**src/rtl/mem_arbiter_pkg.sv**
```systemverilog
// Shared constants and types for the two-requester memory port arbiter.
// Tag layout is {requester id, per-requester sequence number}.
package mem_arbiter_pkg;

    localparam int MEM_ADDR_BITS  = 28;
    localparam int MEM_TAG_BITS   = 5;
    localparam int MEM_DATA_BITS  = 128;
    localparam int BEATS_PER_LINE = 4;

    localparam logic REQ_ICACHE = 1'b0;
    localparam logic REQ_DCACHE = 1'b1;

    typedef enum logic [1:0] {
        ST_IDLE  = 2'd0,
        ST_CMD   = 2'd1,
        ST_WDATA = 2'd2
    } arb_state_e;

endpackage

```
**src/rtl/mem_rr_arb.sv**
```systemverilog
// Two-way round-robin pick: on a tie the requester not served last wins.
// The grant is one-hot and indexed by requester id.
module mem_rr_arb
    import mem_arbiter_pkg::*;
(
    input  logic [1:0] valid_i,
    input  logic       last_i,
    output logic [1:0] grant_o
);

    always_comb begin
        grant_o = valid_i;
        if (&valid_i) begin
            grant_o = (last_i == REQ_DCACHE) ? 2'b01 : 2'b10;
        end
    end

endmodule

```
**src/rtl/mem_arbiter.sv**
```systemverilog
// Shares one memory command/write-data port between icache (0) and dcache (1)
// and steers read responses back by the tag MSB.
module mem_arbiter
    import mem_arbiter_pkg::*;
#(
    parameter int ADDR_W = MEM_ADDR_BITS,
    parameter int TAG_W  = MEM_TAG_BITS,
    parameter int DATA_W = MEM_DATA_BITS
) (
    input  logic                clk,
    input  logic                reset,

    input  logic                r0_req_valid,
    output logic                r0_req_ready,
    input  logic                r0_req_rw,
    input  logic [ADDR_W-1:0]   r0_req_addr,
    input  logic                r0_data_valid,
    output logic                r0_data_ready,
    input  logic [DATA_W-1:0]   r0_data_bits,
    input  logic [DATA_W/8-1:0] r0_data_mask,
    output logic                r0_resp_valid,
    output logic [DATA_W-1:0]   r0_resp_data,
    output logic [1:0]          r0_resp_beat,

    input  logic                r1_req_valid,
    output logic                r1_req_ready,
    input  logic                r1_req_rw,
    input  logic [ADDR_W-1:0]   r1_req_addr,
    input  logic                r1_data_valid,
    output logic                r1_data_ready,
    input  logic [DATA_W-1:0]   r1_data_bits,
    input  logic [DATA_W/8-1:0] r1_data_mask,
    output logic                r1_resp_valid,
    output logic [DATA_W-1:0]   r1_resp_data,
    output logic [1:0]          r1_resp_beat,

    output logic                mem_req_valid,
    input  logic                mem_req_ready,
    output logic                mem_req_rw,
    output logic [ADDR_W-1:0]   mem_req_addr,
    output logic [TAG_W-1:0]    mem_req_tag,

    output logic                mem_req_data_valid,
    input  logic                mem_req_data_ready,
    output logic [DATA_W-1:0]   mem_req_data_bits,
    output logic [DATA_W/8-1:0] mem_req_data_mask,
    output logic [1:0]          mem_req_data_offset,

    input  logic                mem_resp_valid,
    input  logic [TAG_W-1:0]    mem_resp_tag,
    input  logic [DATA_W-1:0]   mem_resp_data,

    output logic [1:0]          dbg_state_o
);

    localparam int SEQ_W = TAG_W - 1;
    localparam logic [1:0] LAST_BEAT = 2'(BEATS_PER_LINE - 1);

    // Handshakes: a transfer happens on a rising clk edge where valid and
    // ready are both high; valid and its payload hold until that edge.

    arb_state_e              state_q, state_d;
    logic                    last_q, last_d;
    logic [1:0][SEQ_W-1:0]   seq_q, seq_d;
    logic [1:0]              beat_q, beat_d;
    logic [1:0][1:0]         rbeat_q, rbeat_d;
    logic                    hold_rw_q, hold_rw_d;
    logic                    hold_id_q, hold_id_d;
    logic [ADDR_W-1:0]       hold_addr_q, hold_addr_d;
    logic [TAG_W-1:0]        hold_tag_q, hold_tag_d;

    logic [1:0]              req_valid, grant, req_ready, data_ready, resp_hit;
    logic                    unused_tag_bits;

    assign req_valid = {r1_req_valid, r0_req_valid};

    mem_rr_arb u_rr_arb (
        .valid_i (req_valid),
        .last_i  (last_q),
        .grant_o (grant)
    );

    always_comb begin
        state_d             = state_q;
        last_d              = last_q;
        seq_d               = seq_q;
        beat_d              = beat_q;
        hold_rw_d           = hold_rw_q;
        hold_id_d           = hold_id_q;
        hold_addr_d         = hold_addr_q;
        hold_tag_d          = hold_tag_q;
        req_ready           = 2'b00;
        data_ready          = 2'b00;
        mem_req_valid       = 1'b0;
        mem_req_rw          = 1'b0;
        mem_req_addr        = '0;
        mem_req_tag         = '0;
        mem_req_data_valid  = 1'b0;
        mem_req_data_bits   = '0;
        mem_req_data_mask   = '0;
        mem_req_data_offset = 2'd0;

        // Reset silences every handshake so an in-flight command is dropped.
        if (!reset) begin
            unique case (state_q)
                ST_IDLE: begin
                    if (|req_valid) begin
                        req_ready   = grant;
                        hold_id_d   = grant[1];
                        hold_rw_d   = grant[1] ? r1_req_rw : r0_req_rw;
                        hold_addr_d = grant[1] ? r1_req_addr : r0_req_addr;
                        hold_tag_d  = {grant[1], seq_q[grant[1]]};
                        state_d     = ST_CMD;
                    end
                end
                ST_CMD: begin
                    mem_req_valid = 1'b1;
                    mem_req_rw    = hold_rw_q;
                    mem_req_addr  = hold_addr_q;
                    mem_req_tag   = hold_tag_q;
                    if (mem_req_ready) begin
                        seq_d[hold_id_q] = seq_q[hold_id_q] + SEQ_W'(1);
                        last_d           = hold_id_q;
                        state_d          = hold_rw_q ? ST_WDATA : ST_IDLE;
                    end
                end
                ST_WDATA: begin
                    mem_req_data_valid    = hold_id_q ? r1_data_valid : r0_data_valid;
                    data_ready[hold_id_q] = mem_req_data_ready;
                    mem_req_data_bits     = hold_id_q ? r1_data_bits : r0_data_bits;
                    mem_req_data_mask     = hold_id_q ? r1_data_mask : r0_data_mask;
                    mem_req_data_offset   = beat_q;
                    if ((hold_id_q ? r1_data_valid : r0_data_valid) && mem_req_data_ready) begin
                        if (beat_q == LAST_BEAT) begin
                            beat_d  = 2'd0;
                            state_d = ST_IDLE;
                        end else begin
                            beat_d = beat_q + 2'd1;
                        end
                    end
                end
                default: state_d = ST_IDLE;
            endcase
        end

        for (int n = 0; n < 2; n++) begin
            resp_hit[n] = !reset && mem_resp_valid && (mem_resp_tag[TAG_W-1] == n[0]);
            rbeat_d[n]  = resp_hit[n] ? rbeat_q[n] + 2'd1 : rbeat_q[n];
        end
    end

    always_ff @(posedge clk) begin
        if (reset) begin
            state_q     <= ST_IDLE;
            last_q      <= 1'b0;
            seq_q       <= '0;
            beat_q      <= 2'd0;
            rbeat_q     <= '0;
            hold_rw_q   <= 1'b0;
            hold_id_q   <= 1'b0;
            hold_addr_q <= '0;
            hold_tag_q  <= '0;
        end else begin
            state_q     <= state_d;
            last_q      <= last_d;
            seq_q       <= seq_d;
            beat_q      <= beat_d;
            rbeat_q     <= rbeat_d;
            hold_rw_q   <= hold_rw_d;
            hold_id_q   <= hold_id_d;
            hold_addr_q <= hold_addr_d;
            hold_tag_q  <= hold_tag_d;
        end
    end

    assign r0_req_ready  = req_ready[0];
    assign r1_req_ready  = req_ready[1];
    assign r0_data_ready = data_ready[0];
    assign r1_data_ready = data_ready[1];
    assign r0_resp_valid = resp_hit[0];
    assign r1_resp_valid = resp_hit[1];
    assign r0_resp_data  = reset ? '0 : mem_resp_data;
    assign r1_resp_data  = reset ? '0 : mem_resp_data;
    assign r0_resp_beat  = rbeat_q[0];
    assign r1_resp_beat  = rbeat_q[1];
    assign dbg_state_o   = state_q;

    // Only the requester-id bit of a response tag steers routing.
    assign unused_tag_bits = ^mem_resp_tag[TAG_W-2:0];

endmodule
```
**config.mk**
```make
export PLATFORM = sky130hd
export DESIGN_NAME = mem_arbiter
export DESIGN_NICKNAME = d
export VERILOG_FILES = /design/src/rtl/mem_arbiter_pkg.sv /design/src/rtl/mem_rr_arb.sv /design/src/rtl/mem_arbiter.sv
export SDC_FILE = /design/constraint.sdc
export NUM_CORES = 1
export LEC_CHECK = 0
export CAP_MARGIN = 20
export CORE_AREA = 2 2 360 362
export CTS_BUF_LIST = sky130_fd_sc_hd__clkbuf_8
export DETAILED_ROUTE_END_ITERATION = 10
export DIE_AREA = 0 0 362 364
export PLACE_DENSITY_LB_ADDON = 0.15
export SLEW_MARGIN = 30
export SYNTH_ARGS = -nofsm -noshare
export SYNTH_HDL_FRONTEND = slang
export SYNTH_SLANG_ARGS = --single-unit
export TNS_END_PERCENT = 20
```
**constraint.sdc**
```tcl
create_clock -name clk -period 1.5 [get_ports clk]
set_clock_uncertainty 0.05 [all_clocks]
set_input_delay 0.15 -clock clk [delete_from_list [all_inputs] [get_ports clk]]
set_output_delay 0.15 -clock clk [all_outputs]
set_load 0.03 [all_outputs]
```
## Yosys cells after proc, flatten, opt, wreduce, memory -nomap -nowiden

Index checks and enable logic that the tools add are counted.
Widths: inputs -> output; s select.

- Add/subtract/negate cells: 4
- $mul: 0
- Div/mod/pow operators: 0
- Order comparisons: 3
- Eq/ne operators: 7
- Shifts and indexed selects: 0
- Muxes and demuxes: 45
- Bitwise gates (word level): 2
- Reductions and logical operators: 13

Operator list:

| cell | count |
|---|---|
| $mux 128 | 4 |
| $mux 28 | 3 |
| $mux 16 | 3 |
| $mux 2 | 15 |
| $mux 4 | 5 |
| $mux 5 | 2 |
| $mux 1 | 9 |
| $bwmux 8 | 1 |
| $ne 2x2->1 const B | 4 |
| $reduce_and 2->1 | 4 |
| $add 2x1->2 const B | 3 |
| $pmux 2 s3 | 1 |
| $logic_and 1x1->1 | 5 |
| $add 4x1->4 const B | 1 |
| $demux 4 s1 | 1 |
| $eq 2x2->1 const B | 2 |
| $lt 1x2->1 const B | 2 |
| $reduce_and 4->1 | 1 |
| $and 2x2->2 | 1 |
| $eq 2x1->1 const B | 1 |
| $logic_not 2->1 | 1 |
| $reduce_or 2->1 | 1 |
| $demux 1 s1 | 1 |
| $ge 1x1->1 const B | 1 |
| 2 further kinds | 2 |

- Register bits: 52
- Bits in latches: 0
- Memory bits (writable): 0
- Bits in read-only memories: 0
- Input bits: 488
- Logic and storage cells: 85
- Memories kept: 0

## Depth between registers and ports, before layout

- Depth after elaboration: 7
- Gate-level depth with buffers: 7
- Depth with buffers taken out: 5

## Modules after synthesis

From an unflattened synthesis, not the netlist that was laid out.

- Cells, all modules: 883
- Area total of the unflattened synthesis: 6,812.8 µm²

By module, submodules not included:

| module | instances | cells each | area each (µm²) | sequential area each (µm²) |
|---|---|---|---|---|
| mem_arbiter | 1 | 880 | 6,794.0 | 1,021.0 |
| mem_rr_arb | 1 | 3 | 18.8 | 0.0 |

## Least setup slack after synthesis

No wires, ideal clock.

- Path kind: reg2out
- Start point: reg state_q[1], in the netlist dbg_state_o[1]
- End point: out mem_req_data_bits[32]
- Arrival time: 1.926 ns
- Path slack: -0.626 ns
- Cell stages (with the launch flop): 7
- Path through: dfxtp_1 -> buf_2 -> or3b_1 -> buf_2 -> buf_6 -> buf_6 -> nor2_1

- Longest elaborated chain between the ends: 3

RTL lines:

| element | RTL line | RTL |
|---|---|---|
| from (decl) | mem_arbiter.sv:62 | `arb_state_e state_q, state_d;` |
| from (signal assigned) | mem_arbiter.sv:164 | `state_q <= state_d;` |
| $eq 2x2->1 | mem_arbiter.sv:105 | `unique case (state_q)` |
| $mux 128 | mem_arbiter.sv:105 |  |
| $mux 128 | mem_arbiter.sv:104 | `if (!reset) begin` |
| to (decl) | mem_arbiter.sv:45 | `output logic [DATA_W-1:0] mem_req_data_bits,` |

No other way between the ends.

## Final worst setup path

- Start point: reg state_q[1], in the netlist dbg_state_o[1]
- End point: out mem_req_data_bits[25]

Same word-level chain as after synthesis.

==> flow_summary.yaml <==
setup_path:
  cp.arrival_ps: 1900
  crit_type: "reg2out"
  required_ps: 1300
  cp-start-kind: "register"
  cp-end-kind: "output port"
  crit_fanout: 13
placement:
  place_inst: 3493
  gp_congestion: 0.776
  place_ws_ps: -573
  portBuffers: 933
  dpl.hpwl_um: 69700
die:
  core_area_mm2: 0.128
  ioPinCount: 938
  start_util_pct: 5.20
  die_x_um: 362
  rows: 132
  dieArea_mm2: 0.132
  die_h_um: 364
yosys:
  synthDistinctLibCells: 42
  synth_area_mm2: 0.00667
  synth_top_cells_by_area: "mux2i_1 22%, dfxtp_1 15%, buf_4 15%"
  yosys_warnings: 0
  ys_seq_area_share_pct: 15.3
  synth_area_leader_cell: "mux2i_1"
  ys_seq_elements: 51
  syn_area_per_cell_um2: 7.27
  syn_nets: 1408
  synthCells: 918
  synth_top_cell_area_share_pct: 22.2
power:
  power_density_mw_per_mm2: 410
  p_leak_nw: 8.00
  peakVddDrop_uv: 291
final_layout:
  areaGrowthSynthToFinish_pct: 206
  drive_above_1_share_pct: 46.3
  final_common_cell: "clkdlybuf4s50_1"
  multi_input_comb_area_mm2: 0.00537
  nNetsFinal: 2330
  regArea_mm2: 0.00103
  layout_common_cells: "482 x clkdlybuf4s50_1, 403 x buf_4, 138 x buf_12"
  stdcell_count: 3520
  fillers: 14500
clocking:
  cts_made_buffers: 5
  htree_num_levels: 2
  cts_sinks: 51
  cts_tree: "built"
  root_buffer: "clkbuf_8"
  clk_pin_slew_ps: 120
  postCtsHoldBufs: 0
  clock_path_buffers: 2
  insertion_delay_ps: 360
run_status:
  violations: "negative setup slack"
  outcome: "complete, but fails checks"
routing:
  drtIter0Drc: 235
  drt-vias-per-instance: 2.86
  ant_nets: 0
  num_vias: 10100
  routed_wl_um: 77300
  dr.pass1.iters: 5
  wire_per_inst_um: 22.0
  drc: 0
sta:
  period_minus_slack_ps: 2100
  slew-limit-headroom_pct: 70.9
  worst_pin_slew_ps: 434
  max_clock_freq_ghz: 0.475
  final_max_slew_viol_count: 0
  layout_setup_ws_ps: -603
  rsz0062_at_grt: "yes"
  fin_tns_setup_ps: -97800
  hold_violations: 0
  timing.final.crit_share_pct: 140
  finalSetupViolCount: 238
global_routing:
  grt_usage_pct: 10.8
  grt_pass1_wl_um: 97200
  grt.overflow.total: 0
  grt_max_degree: 37
  grt_pass1_vias: 10700
  antenna_found_initial: 27
hold_path:
  holdCritPathClass: "in2reg"
flow_run:
  drv_cap: 0
[Yosys cell counts, drive strengths merged]
cell type  number
a21bo           2
a21boi          1
a21oi          39
a22o            1
a311oi         33
a31o            1
and2           37
and3            1
and3b           1
and4b           1
and4bb          1
buf           162
clkbuf         43
dfxtp          51
ha              2
inv             3
mux2            5
mux2i         148
nand2          70
nand2b          4
nand3           2
nand3b          1
nand4           1
nand4b          2
nor2          158
nor2b         129
nor3            1
nor3b           4
nor4            2
o21ai           3
or2             1
or3             2
or3b            1
xnor2           3
xor2            2
[power breakdown]
part	internal, mW	switching, mW	leakage (nW)	total [mW]
Combinational	3.07	2.82	7.54	5.90
Clock	0.316	0.618	0.0405	0.934
Sequential	1.47	0.0587	0.422	1.52
[cells by family (layout without fill, tap and decap cells)]
logic type	after synthesis	in the layout	synth area share (%)
buf+inv	208	1129	20.2
simple gates	419	419	32.2
other cells	0	6	0
mux	153	153	23.0
fa+ha+maj	2	2	0.375
flops	51	51	15.3
compound gates	80	80	8.21
xor+xnor	5	5	0.657
[routing by layer]
layer  wire (µm)  track usage (%)
met1       30600             12.5
met2       40900             20.2
met3        5090             2.85
met4         741             1.26
met5          46                0
[worst max-delay path, stage by stage (launching register included)]
cell and delay, ps:
dfxtp_4 360, or3b_4 380, buf_12 180, buf_16 170, buf_12 170, nor2_2 130
buf_6 140
[what timing repair did]
action                                  in CTS  in global routing
pin swaps                                   14                 19
cloned                                       0                  3
gates resized for setup                    244                 79
endpoints found under the setup margin     328                320
setup buffers                               10                  2
[metrics by stage]
stage | instance area, µm² | total power [mW] | utilization (%) | hold slack, ps
floorplan | 7350 | 3.92 | - | 232
global placement | 19200 | 7.27 | 14.9 | 409
detailed placement | 19200 | 7.26 | 14.9 | 412
CTS | 20000 | 8.51 | 15.6 | 244
global route | 20400 | 8.85 | 15.9 | 267
finish | 20400 | 8.36 | 15.9 | 291
[worst paths after layout]
kind | from | slack (ps) | depth (start not counted) | end
worst max-delay path | dbg_state_o[1] | -600 | 6 | mem_req_data_bits[25]
worst min-delay path | r0_req_addr[22] | 290 | 3 | hold_addr_q[22]
worst max register to register | hold_id_q | -290 | 6 | seq_q[6]
worst min register to register | r0_resp_beat[1] | 420 | 1 | r0_resp_beat[1]
[area by class of cell]
class	instances	area share, %
inverters	3	0.0552
multi-input cells	659	26.3
clock inverters	1	0.0307
well taps	1675	10.3
flip-flops and latches	51	5.06
diodes	6	0.0736
clock buffers	5	0.337
repair buffers	1120	57.8
[sequential cells by signal (all words and copies together), names as in the netlist]
name / flops
seq_q: 8
r1_resp_beat: 2
r0_resp_beat: 2
hold_tag_q: 4
beat_q: 2
dbg_state_o: 2
last_q: 1
hold_addr_q: 28
hold_rw_q: 1
hold_id_q: 1
(Power assumes the default switching activity.)
==> variant (same settings) <==
The package constant `MEM_DATA_BITS` goes from 128 to 120.
--- a/src/rtl/mem_arbiter_pkg.sv
+++ b/src/rtl/mem_arbiter_pkg.sv
@@ -5,5 +5,5 @@
     localparam int MEM_ADDR_BITS  = 28;
     localparam int MEM_TAG_BITS   = 5;
-    localparam int MEM_DATA_BITS  = 128;
+    localparam int MEM_DATA_BITS  = 120;
     localparam int BEATS_PER_LINE = 4;
 
Ports: changed (9 resized); port bits go from 938 to 887. The function was not compared with the original's and may differ.
==> variant against the unedited design <==
- utilization shrank 0.35 points
- critical endpoint is now mem_req_data_bits[21]
- synthesized area down 4.8%
- count of clock-buffer cells in the layout unchanged
- combinational power shrank 3%
- cell area fell by 2.2%
- the run still ends with negative setup slack left
- largest cell class unchanged
- critical path depth fell by 1
- cell count fell by 2.2%
- total power fell by 0.19%
- setup slack lost 42 ps
- routed wire length fell by 2.4%
- sequential cell count did not move
==> variant: results (changes against the unedited design) <==
The flow ran to the end, but the final reports show violations. The final reports fail on negative setup slack. The setup TNS came to -104,910 ps (-7100 ps). The total of buffers placed on input and output ports came out at 882 (-5.5%).

The number of buffers added by the clock tree synthesis step is 5 (unchanged). The cell depth of the worst hold path came out at 3 (unchanged). The worst endpoint data arrival time is 1950 ps (+50 ps). The largest incremental delay on the critical path came to 510 ps (+130 ps). The clock latency on the worst-skew pair is 410 ps (+50 ps).

The global-route wire length before repair is 95,100 um (-2.2%). The largest net degree at the start of global routing is 72 (+95%). The initial antenna violation count was 36 (+33%). The worst-margin pin slew came out at 356 ps (-78.2 ps).

The maximum vdd drop came out at 0.334 mV (+15%). The post-synth net total came to 1,345 (-4.5%). The count of final setup violators came out at 266 (+12%).

By count the netlist is led by 149 x sky130_fd_sc_hd__nor2_1, 139 x sky130_fd_sc_hd__mux2i_1, 121 x sky130_fd_sc_hd__nor2b_1. The placer's final routability congestion estimate came out at 0.892 (+15%). In the final layout, the registers with the most flip-flops are hold_addr_q (28), seq_q (8), hold_tag_q (4). The number of nets in the layout is 2,223 (-4.6%). The placed wire-length estimate after detailed placement is 66,300 um (-4.9%). The Yosys warning count came out at 0 (unchanged).

The total congestion overflow came out at 0 (unchanged). The share of post-route cells with drive strength above 1 is 49.2% (+2.9 points). STA classifies the critical path endpoint as an output port. The number of distinct library cells after synthesis came out at 39 (-7.1%). The proportion of synthesized chip area in sequential cells came out at 16.1% (+0.77 points).

The detailed-route vias per instance came out at 2.87 (+0.27%). The post-synthesis async set-or-reset flop share came out at 0% (unchanged). The root buffer cell chosen for the clock tree is sky130_fd_sc_hd__clkbuf_8.

The number of detailed-route iterations in the first pass came out at 4 (-1). The final worst slack came to -645 ps (-41.8 ps). The register clock-pin slew on the reported worst setup and hold paths came out at 150 ps (+30 ps). The cell depth of the worst flop-to-flop path came out at 7 (+1). The maximum count of clock buffers along a single path is 2 (unchanged). The total global-route track usage is 10.6% (-0.22 points).

The family with the most delay on the worst path is simple AND/OR/NAND/NOR gates. The violation count after the first detailed-routing iteration came out at 262 (+11%). The number of global-route vias before repair came to 10,253 (-3.8%).

The number of filler instances in the final layout is 14,515 (+0.22%). The static leakage came to 7.61 nW (-5.0%). The type of the worst min-delay path is primary input to flip-flop. The detailed-route wire length is 75,500 um (-2.4%).

By area the synthesized netlist is led by sky130_fd_sc_hd__mux2i_1 22%, sky130_fd_sc_hd__dfxtp_1 16%, sky130_fd_sc_hd__buf_4 14%. The highest fanout seen on the critical path came to 8 (-5). The H-tree level count came out at 2 (unchanged).
-- variant: power breakdown --
group          switching, mW  total [mW]  internal (mW)  leakage [nW]
logic                   2.77        5.70           2.93          7.14
registers              0.105        1.57           1.47         0.422
clock network          0.720        1.07          0.346        0.0463
total                   3.59        8.34           4.75          7.61
-- variant: metrics by stage --
stage / cells / setup slack, ps / cell area (sq um) / power, mW
after floorplan: 881 / -441 / 6970 / 3.81
after global placement: 3405 / -606 / 17700 / 6.73
after detailed placement: 3405 / -605 / 17700 / 6.73
after CTS: 3422 / -744 / 19000 / 8.29
after global routing: 3436 / -733 / 19900 / 8.79
final: 3443 / -645 / 19900 / 8.34
-- variant: area by class of cell --
cell class              instances  area [sq um]  area share (%)
diodes                          8          20.0           0.100
clock buffers                   5          68.8           0.345
clock inverters                 3          27.5           0.138
inverters                       3          11.3          0.0565
multi-input cells             633          5590            28.0
flip-flops and latches         51          1030            5.18
well taps                    1675          2100            10.5
repair buffers               1065         11100            55.6
-- variant: path summary, 6_finish.rpt --
check                   from                     to  slack, ps
min                r0_req_rw              hold_rw_q        260
max reg2reg        hold_id_q               seq_q[6]       -280
min reg2reg  r0_resp_beat[1]        r0_resp_beat[1]        410
max           dbg_state_o[0]  mem_req_data_bits[21]       -650
-- variant: timing repair --
action	4_1_cts	5_1_grt
pin swaps	55	20
buffers inserted	6	4
gates cloned	3	9
resized for setup	271	169
endpoints found under the setup margin	337	369
-- variant: tightest hold or removal path, cell delays in order --
cell and delay (ps):
sky130_fd_sc_hd__clkdlybuf4s50_1 400, sky130_fd_sc_hd__nand2_1 60, sky130_fd_sc_hd__a311oi_1 80
-- variant: metal layers --
layer,wire [um],vias up,GRT usage [%]
li1,-,4577,-
met2,41200,534,20.8
met5,115,-,0
met4,578,20,1.05
met3,6210,64,3.74
met1,27300,4687,11.0
-- variant: kinds of logic after synthesis --
family / Yosys count / share of synthesized area [%]
fa+ha+maj: 2 / 0.394
simple gates: 402 / 31.4
flops: 51 / 16.1
compound gates: 80 / 8.63
xor+xnor: 5 / 0.690
buf+inv: 197 / 20.0
mux: 144 / 22.8
